$ cat config.mk
export PLATFORM = sky130hd
export DESIGN_NAME = had_bkpt_ctrl
export DESIGN_NICKNAME = d
export VERILOG_FILES = /design/src/rtl/had_bkpt_pkg.sv /design/src/rtl/had_bkpt_cnt.sv /design/src/rtl/had_bkpt_ctrl.sv
export SDC_FILE = /design/constraint.sdc
export NUM_CORES = 1
export LEC_CHECK = 0
export CORE_MARGIN = 4
export CORE_UTILIZATION = 56
export DETAILED_ROUTE_END_ITERATION = 7
export DONT_BUFFER_PORTS = 1
export PLACE_DENSITY = 0.71
export SLEW_MARGIN = 20
export SYNTH_ARGS = -nofsm -noshare
export SYNTH_HDL_FRONTEND = slang
export SYNTH_SLANG_ARGS = --single-unit
$ cat constraint.sdc
create_clock -name had_clk -period 4.3 [get_ports had_clk]
set_clock_uncertainty 0.1 [all_clocks]
set_input_delay 0.86 -clock had_clk [delete_from_list [all_inputs] [get_ports had_clk]]
set_output_delay 0.86 -clock had_clk [all_outputs]
set_load 0.05 [all_outputs]
$ cat src/rtl/had_bkpt_pkg.sv
// ----------------------------------------------------------------------------
// had_bkpt_pkg
// Shared definitions for the HAD breakpoint sequencing controller.
//   - bkpt_state_t : FSM state encoding (IDLE/ARMED/REQ/DBG)
//   - SRC_A/SRC_B  : bit codes reported on had_bkpt_src
//   - CNT_W_DFLT   : default breakpoint hit counter width
// ----------------------------------------------------------------------------
package had_bkpt_pkg;

    typedef enum logic [1:0] {
        ST_IDLE  = 2'd0,
        ST_ARMED = 2'd1,
        ST_REQ   = 2'd2,
        ST_DBG   = 2'd3
    } bkpt_state_t;

    localparam logic [1:0] SRC_A = 2'b01;
    localparam logic [1:0] SRC_B = 2'b10;

    localparam int CNT_W_DFLT = 8;

endpackage

$ cat src/rtl/had_bkpt_cnt.sv
// ----------------------------------------------------------------------------
// had_bkpt_cnt
// Per-channel breakpoint hit counter. A counted hit on a zero counter fires;
// otherwise it decrements the counter, which saturates at zero. A register
// write in the same cycle takes precedence and the hit is dropped.
// Ports:
//   clk, rst_n : clock, asynchronous active-low reset
//   hit        : qualified (already masked) hit for this channel
//   wen, wdata : counter load strobe and value
//   cnt        : counter value
//   fire       : channel fires this cycle (combinational)
// ----------------------------------------------------------------------------
module had_bkpt_cnt
    import had_bkpt_pkg::*;
#(
    parameter int CNT_W = CNT_W_DFLT
) (
    input  logic             clk,
    input  logic             rst_n,
    input  logic             hit,
    input  logic             wen,
    input  logic [CNT_W-1:0] wdata,
    output logic [CNT_W-1:0] cnt,
    output logic             fire
);

    logic hit_eff;
    logic cnt_zero;

    // A write in the same cycle swallows the hit entirely.
    assign hit_eff  = hit & ~wen;
    assign cnt_zero = (cnt == '0);
    assign fire     = hit_eff & cnt_zero;

    always_ff @(posedge clk or negedge rst_n) begin
        if (!rst_n) begin
            cnt <= '0;
        end else if (wen) begin
            cnt <= wdata;
        end else if (hit_eff && !cnt_zero) begin
            cnt <= cnt - 1'b1;
        end
    end

endmodule

$ cat src/rtl/had_bkpt_ctrl.sv
// ----------------------------------------------------------------------------
// had_bkpt_ctrl
// Breakpoint sequencing and debug-request controller. Combines hits from two
// breakpoint comparator channels (A, B) through per-channel hit counters and
// optional A->B chaining, then raises a debug-mode request to the core and
// holds it until the core reports debug mode.
// Ports:
//   had_clk, hadrst_b              : clock, asynchronous active-low reset
//   bkpt{a,b}_{inst,data}_hit      : comparator hit pulses
//   regs_mbc{a,b}_wen, regs_mbc_wdata : counter load
//   regs_chain_en                  : A only arms B
//   iu_yy_xx_dbgon                 : core is in debug mode
//   had_core_dbg_mode_req          : registered debug-entry request
//   had_bkpt_src                   : source of last request (bit0 A, bit1 B)
//   had_mbc{a,b}_cnt               : counter readback
//   had_chain_armed                : B armed by A
// ----------------------------------------------------------------------------
module had_bkpt_ctrl
    import had_bkpt_pkg::*;
#(
    parameter int CNT_W = CNT_W_DFLT
) (
    input  logic             had_clk,
    input  logic             hadrst_b,
    input  logic             bkpta_inst_hit,
    input  logic             bkpta_data_hit,
    input  logic             bkptb_inst_hit,
    input  logic             bkptb_data_hit,
    input  logic             regs_mbca_wen,
    input  logic             regs_mbcb_wen,
    input  logic [CNT_W-1:0] regs_mbc_wdata,
    input  logic             regs_chain_en,
    input  logic             iu_yy_xx_dbgon,
    output logic             had_core_dbg_mode_req,
    output logic [1:0]       had_bkpt_src,
    output logic [CNT_W-1:0] had_mbca_cnt,
    output logic [CNT_W-1:0] had_mbcb_cnt,
    output logic             had_chain_armed
);

    bkpt_state_t state;
    bkpt_state_t state_nxt;
    logic [1:0]  src_nxt;
    logic        req_nxt;
    logic        armed_nxt;

    logic hit_a;
    logic hit_b;
    logic count_a;
    logic count_b;
    logic fire_a;
    logic fire_b;

    assign hit_a = bkpta_inst_hit | bkpta_data_hit;
    assign hit_b = bkptb_inst_hit | bkptb_data_hit;

    // Only IDLE counts A. B is counted in IDLE when unchained, or in ARMED
    // while chaining remains enabled (a chain clear in ARMED drops the B hit).
    // Nothing is counted while the core is in debug mode.
    assign count_a = hit_a & ~iu_yy_xx_dbgon & (state == ST_IDLE);
    assign count_b = hit_b & ~iu_yy_xx_dbgon &
                     (((state == ST_IDLE)  & ~regs_chain_en) |
                      ((state == ST_ARMED) &  regs_chain_en));

    had_bkpt_cnt #(.CNT_W(CNT_W)) u_cnt_a (
        .clk   (had_clk),
        .rst_n (hadrst_b),
        .hit   (count_a),
        .wen   (regs_mbca_wen),
        .wdata (regs_mbc_wdata),
        .cnt   (had_mbca_cnt),
        .fire  (fire_a)
    );

    had_bkpt_cnt #(.CNT_W(CNT_W)) u_cnt_b (
        .clk   (had_clk),
        .rst_n (hadrst_b),
        .hit   (count_b),
        .wen   (regs_mbcb_wen),
        .wdata (regs_mbc_wdata),
        .cnt   (had_mbcb_cnt),
        .fire  (fire_b)
    );

    // State and registered outputs
    always_ff @(posedge had_clk or negedge hadrst_b) begin
        if (!hadrst_b) begin
            state                 <= ST_IDLE;
            had_bkpt_src          <= 2'b00;
            had_core_dbg_mode_req <= 1'b0;
            had_chain_armed       <= 1'b0;
        end else begin
            state                 <= state_nxt;
            had_bkpt_src          <= src_nxt;
            had_core_dbg_mode_req <= req_nxt;
            had_chain_armed       <= armed_nxt;
        end
    end

    // Next-state logic; src only changes on a request-producing fire.
    always_comb begin
        state_nxt = state;
        src_nxt   = had_bkpt_src;
        case (state)
            ST_IDLE: begin
                if (regs_chain_en) begin
                    if (fire_a) state_nxt = ST_ARMED;
                end else if (fire_a || fire_b) begin
                    state_nxt = ST_REQ;
                    src_nxt   = {fire_b, fire_a};
                end
            end
            ST_ARMED: begin
                if (!regs_chain_en) begin
                    state_nxt = ST_IDLE;
                end else if (fire_b) begin
                    state_nxt = ST_REQ;
                    src_nxt   = SRC_B;
                end
            end
            ST_REQ: begin
                if (iu_yy_xx_dbgon) state_nxt = ST_DBG;
            end
            ST_DBG: begin
                if (!iu_yy_xx_dbgon) state_nxt = ST_IDLE;
            end
            default: state_nxt = ST_IDLE;
        endcase
    end

    // Output decode of the next state, registered alongside the state.
    always_comb begin
        req_nxt   = (state_nxt == ST_REQ);
        armed_nxt = (state_nxt == ST_ARMED);
    end

endmodule

==> reports/results.txt <==
CTS Buf Count: 3
Resized Gates After CTS: 0
Slew Limit Fails: 0
Layout area overhead: 3.09%
detailed-placement wirelength estimate: 2.39 mm
final setup violation count: 0
vias: 1131
WP data arrival: 2.67 ns
endpoint class of the critical path: flip-flop
first drt pass iteration count: 4
initial antenna violation count: 0
remaining antenna violation count: 0
setup_tns: 0 ns
First DRT Iteration DRCs: 32
VDD IR-drop max: 0.000304 V
dpl ws: 1.71 ns
Setup crit start kind: flip-flop
ys async rst share: 100%
hold_buf cts: 0
gr usage total: 19.6%
Synth Instances: 148
EDFF count, synth: 0
RR Startpoint: u_cnt_a.cnt[4]
Routability Congestion: 0.825
wire length per cell: 17.7 µm
unrepaired setup endpoints after global routing: false
clk slew on worst S/H paths: 0.13 ns
actual slew at the worst max-slew pin: 0.626 ns
vias in the first global route: 1112
Final Hold Viols: 0
P_leak: 0.604 nW
Power Dens Cells: 405 mW/mm²
Top FF cell, synth: dfrtp_1
Post-CTS Setup Repair Bufs: 0
Commonest cells post-synth: dfrtp_1, nand2_1, nor2_1, inv_1, o21ai_0
Slew HR: 58.3%
layout filler cell count: 195
hold slack: 0.120 ns
Die Area: 0.00323 mm²
share of cells above drive strength 1: 5.56%
largest net degree at the start of global routing: 23
sequential area share after synthesis: 41.2%
gr ovfl total: 0
Syn Area/Cell: 9.04 µm²
MaxCap Viol Count: 0
Initial Util: 59.9%
Synth warnings: 0
H-tree depth: 1
# clock sinks: 22
DRC: 0
critical path type: reg2reg
FF-to-FF End: u_cnt_a.cnt[7]
Register-to-Register Path Depth: 5
Synth cell types: 43
Synthesized Nets: 170
Clock Latency Late Sink: 0.31 ns
TritonCTS clock tree: yes
Max Fclk: 0.391 GHz
CP required: 4.41 ns
flops & latches, synth: 22
status: finished, final reports clean
Via density: 6.58
top cell type's share of synthesized area: 41.2%
nets@finish: 167
most frequent cell after synthesis: dfrtp_1
crit path max fanout: 15
Antenna Cells: 0
Post-Route WL: 3.04 mm
R2R setup slack: 1.74 ns
ranking of synthesized cells by area: dfrtp_1, nand2_1, ha_1, mux2i_1, o21ai_0
period utilization: 59.5%
core area: 0.00223 mm²
Period minus WS final: 2.56 ns
Max clock buf depth: 2
clk root buf: clkbuf_4
die span in x: 56.9 µm
Die Y: 56.9 µm
number of port buffers: 0
number of I/O pins: 38
first-pass GRT wire length: 4.95 mm
Synth area leader: dfrtp_1
row cnt: 17
cell area after synthesis: 0.00134 mm²
worst min-delay path category: in2async
setup ws final: 1.74 ns
sequential cells by signal, summed over array words and instances, names as in the netlist:
name	cells
u_cnt_b.cnt	8
state	2
u_cnt_a.cnt	8
had_chain_armed	1
had_bkpt_src	2
had_core_dbg_mode_req	1
critical path: stages (launching register included):
cell     delay, ns
dfrtp_1       0.63
nor3_1        0.39
and4b_1       0.27
or2_1         0.39
mux2_2        0.38
a221o_1       0.29
power breakdown:
part / switching [W] / internal [W] / total, W
Combinational: 0.0000549 / 0.0000423 / 0.0000972
Clock: 0.0000656 / 0.0000517 / 0.000117
Sequential: 0.000114 / 0.000230 / 0.000344
Total: 0.000234 / 0.000324 / 0.000559
routing by layer:
metal / track usage (%) / up-vias / wire length (µm)
li1: - / 539 / -
met1: 23.6 / 547 / 1330
met2: 31.8 / 41 / 1400
met3: 7.36 / 4 / 281
met4: 6.62 / 0 / 25
met5: 0 / - / 0
worst max path at each step:
| stage | from | endpoint | slack (ns) | cells after the start |
|---|---|---|---|---|
| after floorplan | regs_mbca_wen | u_cnt_a.cnt[7] | 1.85 | 7 |
| after global placement | u_cnt_a.cnt[4] | u_cnt_a.cnt[7] | 1.80 | 5 |
| after detailed placement | iu_yy_xx_dbgon | u_cnt_a.cnt[7] | 1.71 | 5 |
| after CTS | u_cnt_a.cnt[4] | u_cnt_a.cnt[7] | 1.74 | 5 |
| after global routing | u_cnt_a.cnt[4] | u_cnt_a.cnt[7] | 1.59 | 5 |
| final | u_cnt_a.cnt[4] | u_cnt_a.cnt[7] | 1.74 | 5 |
layout by cell type (no fill, tap or decap), types with 2 or more instances in the layout:
cell and instances:
mux2i_1 5, clkbuf_4 3, o211ai_1 3, nand3_1 5, nor2b_1 3, or3_1 2, o31ai_1 2, nand2b_1 2
inv_1 9, a21boi_0 2, a32oi_1 2, dfrtp_1 22, ha_1 4, nand3b_1 3, nor3_1 6, nand2_1 14
nor4b_1 2, a21oi_1 5, a221o_1 4, o21ai_0 9, nor4_1 2, and2_1 3, nor2_1 11
stage by stage:
step	cells	utilization (%)	power, W	instance area (µm²)
2_1_floorplan	148	-	0.000425	1340
3_3_place_gp	168	60.1	0.000440	1340
3_5_place_dp	168	60.1	0.000445	1340
4_1_cts	172	61.7	0.000563	1380
5_1_grt	172	61.7	0.000590	1380
6_report	172	61.7	0.000559	1380
cell type report:
class | instances | area, µm² | share of cell area, %
clock buffer | 4 | 36.3 | 2.63
inverter | 9 | 33.8 | 2.45
multi-input combinational | 109 | 723 | 52.5
sequential | 22 | 551 | 39.9
tap | 28 | 35.0 | 2.54
cells by family (layout without fill, tap and decap cells):
kind of cell               count (synthesis)  after routing  share of synthesized area, %
buffers and inverters                     17             13                          4.77
DFF                                       22             22                          41.2
adders and majority gates                  4              4                          3.74
and+or+nand+nor                           61             61                          25.4
muxes                                      6              6                          4.58
AOI/OAI and AO/OA                         37             37                          19.6
xor gates and xnor gates                   1              1                         0.655
Note: power is estimated with default switching activity, not from simulation.
